--- src/rtl/pixel_layer_select_pkg.sv ---
// pixel_pkg: shared types and constants for the palette-lookup front end.
// Scene encoding, palette select codes, and sprite/background geometry.
package pixel_pkg;

    typedef enum logic [1:0] {
        SC_START = 2'd0,
        SC_MAP   = 2'd1,
        SC_GYM   = 2'd2
    } scene_t;

    typedef enum logic [1:0] {
        SEL_SPR   = 2'd0,
        SEL_MAP   = 2'd1,
        SEL_GYM   = 2'd2,
        SEL_START = 2'd3
    } sel_t;

    localparam int unsigned SPR_W    = 32;
    localparam int unsigned BG_W     = 320;
    localparam int unsigned BG_DEPTH = 76800;

    // Background palette that a scene draws from.
    function automatic sel_t scene_sel(input scene_t s);
        case (s)
            SC_MAP:  return SEL_MAP;
            SC_GYM:  return SEL_GYM;
            default: return SEL_START;
        endcase
    endfunction

endpackage

--- src/rtl/pixel_layer_select_sprite_hit.sv ---
// sprite_hit: combinational player-box test and sprite ROM address.
// Optional feature macro: SPRITE_FLIP_EN (horizontal mirroring of the sprite).
module sprite_hit
    import pixel_pkg::*;
#(
    parameter int unsigned SPR_FRAMES = 4
) (
    input  logic [9:0]  draw_x,
    input  logic [9:0]  draw_y,
    input  logic [9:0]  player_x,
    input  logic [9:0]  player_y,
    input  logic [1:0]  frame,
    input  logic        flip,
    input  scene_t      scene,
    output logic        hit,
    output logic [11:0] spr_addr
);

    logic [10:0] dx;
    logic [10:0] dy;
    logic [4:0]  col;
    logic        in_x;
    logic        in_y;
    logic        scene_ok;
    logic        frame_ok;

    // Offsets wrap modulo 2^11, so a negative offset compares as a large
    // unsigned value and fails the < SPR_W test: no wrap-around hits.
    always_comb begin
        dx       = {1'b0, draw_x} - {1'b0, player_x};
        dy       = {1'b0, draw_y} - {1'b0, player_y};
        in_x     = dx < 11'(SPR_W);
        in_y     = dy < 11'(SPR_W);
        scene_ok = (scene == SC_MAP) || (scene == SC_GYM);
        frame_ok = 32'(frame) < SPR_FRAMES;
        hit      = in_x && in_y && scene_ok && frame_ok;
    end

`ifdef SPRITE_FLIP_EN
    // Mirrored column is 31-dx, which is the bitwise inverse of the 5-bit dx.
    always_comb begin
        col = flip ? ~dx[4:0] : dx[4:0];
    end
`else
    logic unused_flip;
    assign unused_flip = flip;

    // Column is the plain horizontal offset into the box.
    always_comb begin
        col = dx[4:0];
    end
`endif

    // frame*1024 + dy*32 + col, held at zero outside the box.
    always_comb begin
        spr_addr = hit ? {frame, dy[4:0], col} : '0;
    end

endmodule

--- src/rtl/pixel_layer_select.sv ---
// pixel_layer_select: scan coordinates -> ROM addresses -> palette select/indices.
// Two-strobe pipeline (address stage, ROM-capture stage) plus the scene register.
// Optional feature macro: SPRITE_FLIP_EN (handled inside sprite_hit).
module pixel_layer_select
    import pixel_pkg::*;
#(
    parameter int unsigned SPR_FRAMES = 4
) (
    input  logic        Clk,
    input  logic        Reset,
    input  logic        pix_en,
    input  logic [9:0]  DrawX,
    input  logic [9:0]  DrawY,
    input  logic        blank,
    input  logic [1:0]  scene_req,
    input  logic [9:0]  player_x,
    input  logic [9:0]  player_y,
    input  logic [1:0]  player_frame,
    input  logic        player_flip,
    output logic [16:0] bg_addr,
    output logic [11:0] spr_addr,
    input  logic [7:0]  map_idx,
    input  logic [5:0]  gym_idx,
    input  logic [4:0]  start_idx,
    input  logic [3:0]  spr_idx,
    output logic [1:0]  select,
    output logic [3:0]  palette_color,
    output logic [7:0]  map_palette_color,
    output logic [5:0]  gym_palette_color,
    output logic [4:0]  start_palette_color,
    output logic        out_blank,
    output logic [1:0]  scene
);

    scene_t      scene_q;
    scene_t      scene_nxt;
    logic        hit_nxt;
    logic [11:0] spr_nxt;
    logic [16:0] bg_nxt;

    logic        hit_a;
    logic        blank_a;
    scene_t      scene_a;

    sel_t        sel_q;
    sel_t        sel_nxt;
    logic [3:0]  pc_nxt;
    logic [7:0]  mc_nxt;
    logic [5:0]  gc_nxt;
    logic [4:0]  sc_nxt;

    assign scene  = scene_q;
    assign select = sel_q;

    // Scene request is honoured only on the frame-start strobe; code 3 is ignored.
    always_comb begin
        scene_nxt = scene_q;
        if (pix_en && (DrawX == '0) && (DrawY == '0) && (scene_req != 2'd3)) begin
            scene_nxt = scene_t'(scene_req);
        end
    end

    // Scene register.
    always_ff @(posedge Clk) begin
        if (Reset) begin
            scene_q <= SC_START;
        end else begin
            scene_q <= scene_nxt;
        end
    end

    // Stage A uses scene_nxt so the (0,0) pixel already carries the new scene.
    sprite_hit #(
        .SPR_FRAMES (SPR_FRAMES)
    ) u_sprite_hit (
        .draw_x   (DrawX),
        .draw_y   (DrawY),
        .player_x (player_x),
        .player_y (player_y),
        .frame    (player_frame),
        .flip     (player_flip),
        .scene    (scene_nxt),
        .hit      (hit_nxt),
        .spr_addr (spr_nxt)
    );

    // Background address on the half-resolution 320-wide grid.
    always_comb begin
        bg_nxt = 17'(DrawY[9:1]) * 17'(BG_W) + 17'(DrawX[9:1]);
    end

    // Stage A: register ROM addresses and the per-pixel side information.
    always_ff @(posedge Clk) begin
        if (Reset) begin
            bg_addr  <= '0;
            spr_addr <= '0;
            hit_a    <= 1'b0;
            blank_a  <= 1'b0;
            scene_a  <= SC_START;
        end else if (pix_en) begin
            bg_addr  <= bg_nxt;
            spr_addr <= spr_nxt;
            hit_a    <= hit_nxt;
            blank_a  <= blank;
            scene_a  <= scene_nxt;
        end
    end

    // Stage B decode: opaque sprite wins, otherwise the scene background.
    always_comb begin
        sel_nxt = scene_sel(scene_a);
        pc_nxt  = '0;
        mc_nxt  = '0;
        gc_nxt  = '0;
        sc_nxt  = '0;
        if (blank_a) begin
            if (hit_a && (spr_idx != '0)) begin
                sel_nxt = SEL_SPR;
                pc_nxt  = spr_idx;
            end else begin
                case (scene_a)
                    SC_MAP:  mc_nxt = map_idx;
                    SC_GYM:  gc_nxt = gym_idx;
                    default: sc_nxt = start_idx;
                endcase
            end
        end
    end

    // Stage B: capture ROM data into the palette outputs.
    always_ff @(posedge Clk) begin
        if (Reset) begin
            sel_q               <= SEL_START;
            palette_color       <= '0;
            map_palette_color   <= '0;
            gym_palette_color   <= '0;
            start_palette_color <= '0;
            out_blank           <= 1'b0;
        end else if (pix_en) begin
            sel_q               <= sel_nxt;
            palette_color       <= pc_nxt;
            map_palette_color   <= mc_nxt;
            gym_palette_color   <= gc_nxt;
            start_palette_color <= sc_nxt;
            out_blank           <= blank_a;
        end
    end

endmodule
--- config.mk ---
export PLATFORM = sky130hd
export DESIGN_NAME = pixel_layer_select
export DESIGN_NICKNAME = d
export VERILOG_FILES = /design/src/rtl/pixel_layer_select_pkg.sv /design/src/rtl/pixel_layer_select_sprite_hit.sv /design/src/rtl/pixel_layer_select.sv
export SDC_FILE = /design/constraint.sdc
export NUM_CORES = 1
export LEC_CHECK = 0
export ABC_AREA = 0
export BUFFER_PORTS_ARGS = -buffer_cell sky130_fd_sc_hd__buf_2
export CAP_MARGIN = 20
export CELL_PAD_IN_SITES_DETAIL_PLACEMENT = 0
export CELL_PAD_IN_SITES_GLOBAL_PLACEMENT = 2
export CORE_ASPECT_RATIO = 0.6
export CORE_UTILIZATION = 29
export CTS_BUF_LIST = sky130_fd_sc_hd__clkbuf_4 sky130_fd_sc_hd__clkbuf_8 sky130_fd_sc_hd__clkbuf_16
export CTS_CLUSTER_DIAMETER = 60
export DETAILED_ROUTE_END_ITERATION = 10
export PLACE_DENSITY_LB_ADDON = 0.1
export SLEW_MARGIN = 20
export SYNTH_ARGS = -nofsm -noshare
export SYNTH_HDL_FRONTEND = slang
export SYNTH_SLANG_ARGS = --single-unit
--- constraint.sdc ---
create_clock -name Clk -period 3.2 [get_ports Clk]
set_clock_uncertainty 0.05 [all_clocks]
set_input_delay 0.16 -clock Clk [delete_from_list [all_inputs] [get_ports Clk]]
set_output_delay 0.16 -clock Clk [all_outputs]
set_load 0.01 [all_outputs]
Word level (Yosys, flattened, before mapping). Index checks and enable logic that the tools add are counted.

Memory bits (writable): 0. Input port bits: 72. Flip-flop bits (word level): 61. Memories kept: 0. Output and inout bits: 57. ROM bits: 0. Bits in latches: 0.

Div/mod/pow operators: 0. Reductions and logical operators: 11. Shift-type cells: 0. Magnitude comparators: 2. Bitwise logic cells: 0. Equal/unequal tests: 5. Multipliers: 1. Muxes and demuxes: 16. $add $sub $neg: 3.

Operator list (number): 2-to-1 mux 8 bit (3); less-than comparator 11 x 6 -> 1 bit, second input constant (2); subtractor 10 x 10 -> 11 bit (2); logical NOT 10 bit (2); 2-to-1 mux 6 bit (3); adder 17 x 9 -> 17 bit (1); 2-to-1 mux 5 bit (3); 2-to-1 mux 12 bit (1); multiplier 9 x 3 -> 11 bit, second input constant (1); 2-to-1 mux 4 bit (2); logical AND 1 bit (6); 2-to-1 mux 2 bit (3); == test 2 x 1 -> 1 bit, second input constant (2); == test 2 bit, second input constant (2); one-hot mux 2 bit (2 select lines) (1); nonzero test 4 bit (1); != test 2 bit, second input constant (1); OR reduction 2 bit (1); logical OR 1 bit (1).

Logic depth before layout (Yosys ltp).
Word-level depth: 9. Depth in mapped cells: 12. Depth with buffers taken out: 11.

Hierarchy. A second synthesis with hierarchy kept.

Cells, all modules: 472. Area total of the unflattened synthesis: 4212.8 sq um.

By module, submodules not included: pixel_layer_select (area an instance 2971.6 sq um, instances 1, cells each 316, seq. area each 1221.2 sq um); sprite_hit (area an instance 1241.2 sq um, instances 1, cells each 156, seq. area each 0.0 sq um).

Worst setup path before layout. No wires, ideal clock.

Path kind: input port to flip-flop. Start point: input port DrawY[2]. End point: register bg_addr[16]. Data required time: 3064 ps. Path buffers: 0. Slack: 718 ps. Arrival: 2347 ps. Cell stages on the path: 10. Library setup time: 86 ps. Path through: ha_1 -> ha_1 -> inv_1 -> fa_1 -> xnor2_1 -> nor3b_1 -> nand3_1 -> nor3_1 -> xor3_1 -> a211oi_1.

Cells in the longest elaborated chain, start to end: 2.

Ends and longest elaborated chain: start, declared (RTL line pixel_layer_select.sv:13) `input logic [9:0] DrawY,`; multiplier 9 x 3 -> 11 bit (RTL line pixel_layer_select.sv:89) `bg_nxt = 17'(DrawY[9:1]) * 17'(BG_W) + 17'(DrawX[9:1]);`; adder 17 x 9 -> 17 bit (RTL line pixel_layer_select.sv:89); end signal, assigned (RTL line pixel_layer_select.sv:101) `bg_addr <= bg_nxt;`; end, declared (RTL line pixel_layer_select.sv:20) `output logic [16:0] bg_addr,`.

Every way passes these cells. A chain may end at the register's enable or synchronous reset.

Worst setup path after layout. Ends and elaborated chain as after synthesis.

==> results.yml <==
drt:
  viasPerCell: 4.80
  num_vias: 3532
  drcViolationCount: 0
  drt_iter0_drc: 96
  wl_um: 11100
  ant_nets: 0
  detail_route.wl_per_cell_um: 15.1
  dr.pass1.iters: 4
critical_path:
  critPathBufInv: 2
  required_ps: 3390
  endpoint_kind: "register"
  crit_arrival_ps: 2730
  reg2reg_from: "scene[0]"
  cpLargestDelayFamily: "adder cells"
  worstPathCellList: "buf_2 -> ha_1 -> ha_1 -> inv_1 -> fa_1 -> xnor2_1 -> nor3b_1 -> nand3_1 -> nor3_1 -> xor3_1 -> a211oi_1"
  cp_slowest_cell: "fa_1"
  cp_slowest_stage_delay_ps: 390
  cp-startpoint: "DrawY[2]"
  crit_top_cell: "ha_1"
  crit_type: "in -> reg"
  cp-start-kind: "input pin"
  crit_fanout: 5
sta:
  timing.fmax_mhz: 393
  maxSlewViolCount: 0
  finalHoldViolCount: 0
  rsz0062_at_grt: "false"
  setup_violations: 0
  tns_ps: 0
  finalCritPeriodShare: 0.795
  tightest_slew_ps: 816
  fin_crit_ps: 2550
  fin_ws_ps: 655
  slew-limit-headroom: 0.453
global_route:
  grt_max_degree: 50
  overflow: 0
  grt_pass1_vias: 3363
  track_usage: 0.169
  grt_pass1_wl_um: 17900
  antenna_found_initial: 0
yosys:
  syn_nets: 553
  syn_inst: 437
  synth_fa_ha_area_frac: 0.151
  yosysTopAreaCell: "dfxtp_1"
  ys_async_sr_fraction: 0
  synth_top_family_by_area: "compound AO/OA/AOI/OAI gates"
  yosys-top-cells-area: "dfxtp_1, ha_1, nor2_1"
  synth-simple-area-share: 0.164
  synthMuxAreaShare: 0.0391
  synth_compound_area_frac: 0.215
  postSynthAreaPerCell_um2: 8.79
  ys_seq_elements: 61
  yosys_warnings: 0
  synthXorXnorAreaFrac: 0.0541
  synth_ff_type: "dfxtp_1"
  syn_area_um2: 3840
  synth_top_area_frac: 0.318
  synthDistinctLibCells: 56
  synth-edff-count: 0
  ys_seq_area_frac: 0.318
layout:
  drive_gt1_frac: 0.276
  final_nets: 680
  antenna_cells: 0
  fin_util: 0.384
  fillers: 1345
  area_growth_pct: 29.0
clock_tree:
  cts_buffers: 9
  cts-root-buf: "clkbuf_16"
  clockBufferDepth: 2
  path_clk_slew_ps: 50
  h-tree-depth: 3
  clkLatencyLatePin_ps: 320
  clock_sinks: 61
  cts_tree: "done"
  ctsResizeCount: 0
floorplanning:
  dieArea_um2: 13700
  ios: 129
  core_um2: 12900
  dieHeight_um: 91.1
  initial_core_util: 0.298
  placementRows: 32
  die_x_um: 151
flow_run:
  drv_cap: 0
worst_hold_path:
  hp-start: "map_idx[1]"
  holdCritPathClass: "in -> reg"
pwr:
  p_leak_nw: 2.38
  power_mw: 2.26
  ir_drop_v: 0.000218
  p_per_area_nw_per_um2: 456
placement:
  place.gp.congestion: 0.846
  dp_hpwl_um: 8920
  port_buffers: 127
  place_ws_ps: 335
outcome:
  status: "completed"
registers in the layout, indices dropped and copies added (netlist names), 2 cells and up:
name,count
bg_addr,17
select,2
map_palette_color,8
scene,2
spr_addr,12
scene_a,2
palette_color,4
start_palette_color,5
gym_palette_color,6
worst paths after layout:
check	slack [ps]	cells past startpoint	endpoint
hold / removal	20	3	map_palette_color[1]
hold reg to reg	410	2	palette_color[0]
setup reg to reg	1450	6	spr_addr[9]
setup / recovery	650	11	bg_addr[16]
where the power goes:
| part | internal (mW) | switching [mW] |
|---|---|---|
| clock | 0.629 | 0.313 |
| combinational | 0.223 | 0.291 |
| sequential | 0.788 | 0.0143 |
| total | 1.64 | 0.618 |
per-stage QoR:
| step | area [µm²] | std cells | hold slack [ps] |
|---|---|---|---|
| 6_report | 4950 | 736 | 23.0 |
| 5_1_grt | 4950 | 736 | 23.6 |
| 3_5_place_dp | 4640 | 721 | 332 |
| 2_1_floorplan | 3840 | 437 | 236 |
| 4_1_cts | 4950 | 736 | 7.70 |
| 3_3_place_gp | 4640 | 721 | 328 |
cell usage after synthesis (9+ instances only):
| cell type | number |
|---|---|
| dfxtp_1 | 61 |
| nor2_1 | 61 |
| inv_1 | 41 |
| ha_1 | 40 |
| a22oi_1 | 19 |
| a21oi_1 | 18 |
| mux2i_1 | 15 |
| a211oi_1 | 13 |
| xnor2_1 | 13 |
| a22o_1 | 12 |
| clkbuf_1 | 12 |
| nand2_1 | 9 |
| nor3_1 | 9 |
| o21ai_0 | 9 |
layer usage:
layer / track usage / wire length, µm / vias up
met5: 0 / 0 / -
met4: 0.0350 / 98 / 0
met2: 0.232 / 4330 / 89
li1: - / - / 1822
met3: 0.0558 / 743 / 11
met1: 0.251 / 5960 / 1610
tightest hold or removal path, stage by stage:
cell	delay, ps
buf_2	80
a22oi_1	50
nor2_1	70
cells in the final DEF, fill, tap and decap left out, types with 7 or more instances in the layout:
master | Yosys | layout
nand3_1 | 7 | 7
o21a_1 | 8 | 8
xor2_1 | 8 | 8
mux2i_1 | 15 | 15
nor3_1 | 9 | 9
xnor2_1 | 13 | 13
clkbuf_16 | 0 | 9
buf_2 | 0 | 127
nand4_1 | 7 | 7
dfxtp_1 | 61 | 61
inv_1 | 41 | 41
ha_1 | 40 | 40
a22oi_1 | 19 | 19
nor2_1 | 61 | 60
a22o_1 | 12 | 12
a21oi_1 | 18 | 18
nand2_1 | 9 | 9
o21ai_0 | 9 | 9
a211oi_1 | 13 | 13
kinds of logic (layout without fill, tap and decap cells):
group,Yosys count,count (layout)
AO/OA/AOI/OAI,112,112
XOR/XNOR,22,22
adder cells (fa/ha/maj),44,44
buffers and inverters,59,188
flip-flops,61,61
multiplexers,15,15
AND/OR/NAND/NOR,124,124
cell type report:
type / count / area, µm² / area share
multi-input combinational: 317 / 2390 / 0.483
sequential: 61 / 1220 / 0.246
timing repair buffer: 132 / 678 / 0.137
clock buffer: 11 / 253 / 0.0510
tap: 170 / 213 / 0.0429
inverter: 43 / 161 / 0.0326
clock inverter: 2 / 35.0 / 0.00707
repair_timing:
action	4_1_cts	5_1_grt
setup buffers	0	0
hold buffers	2	0
hold endpoints to repair	2	0
No activity file was read; power rests on OpenSTA's default activity.
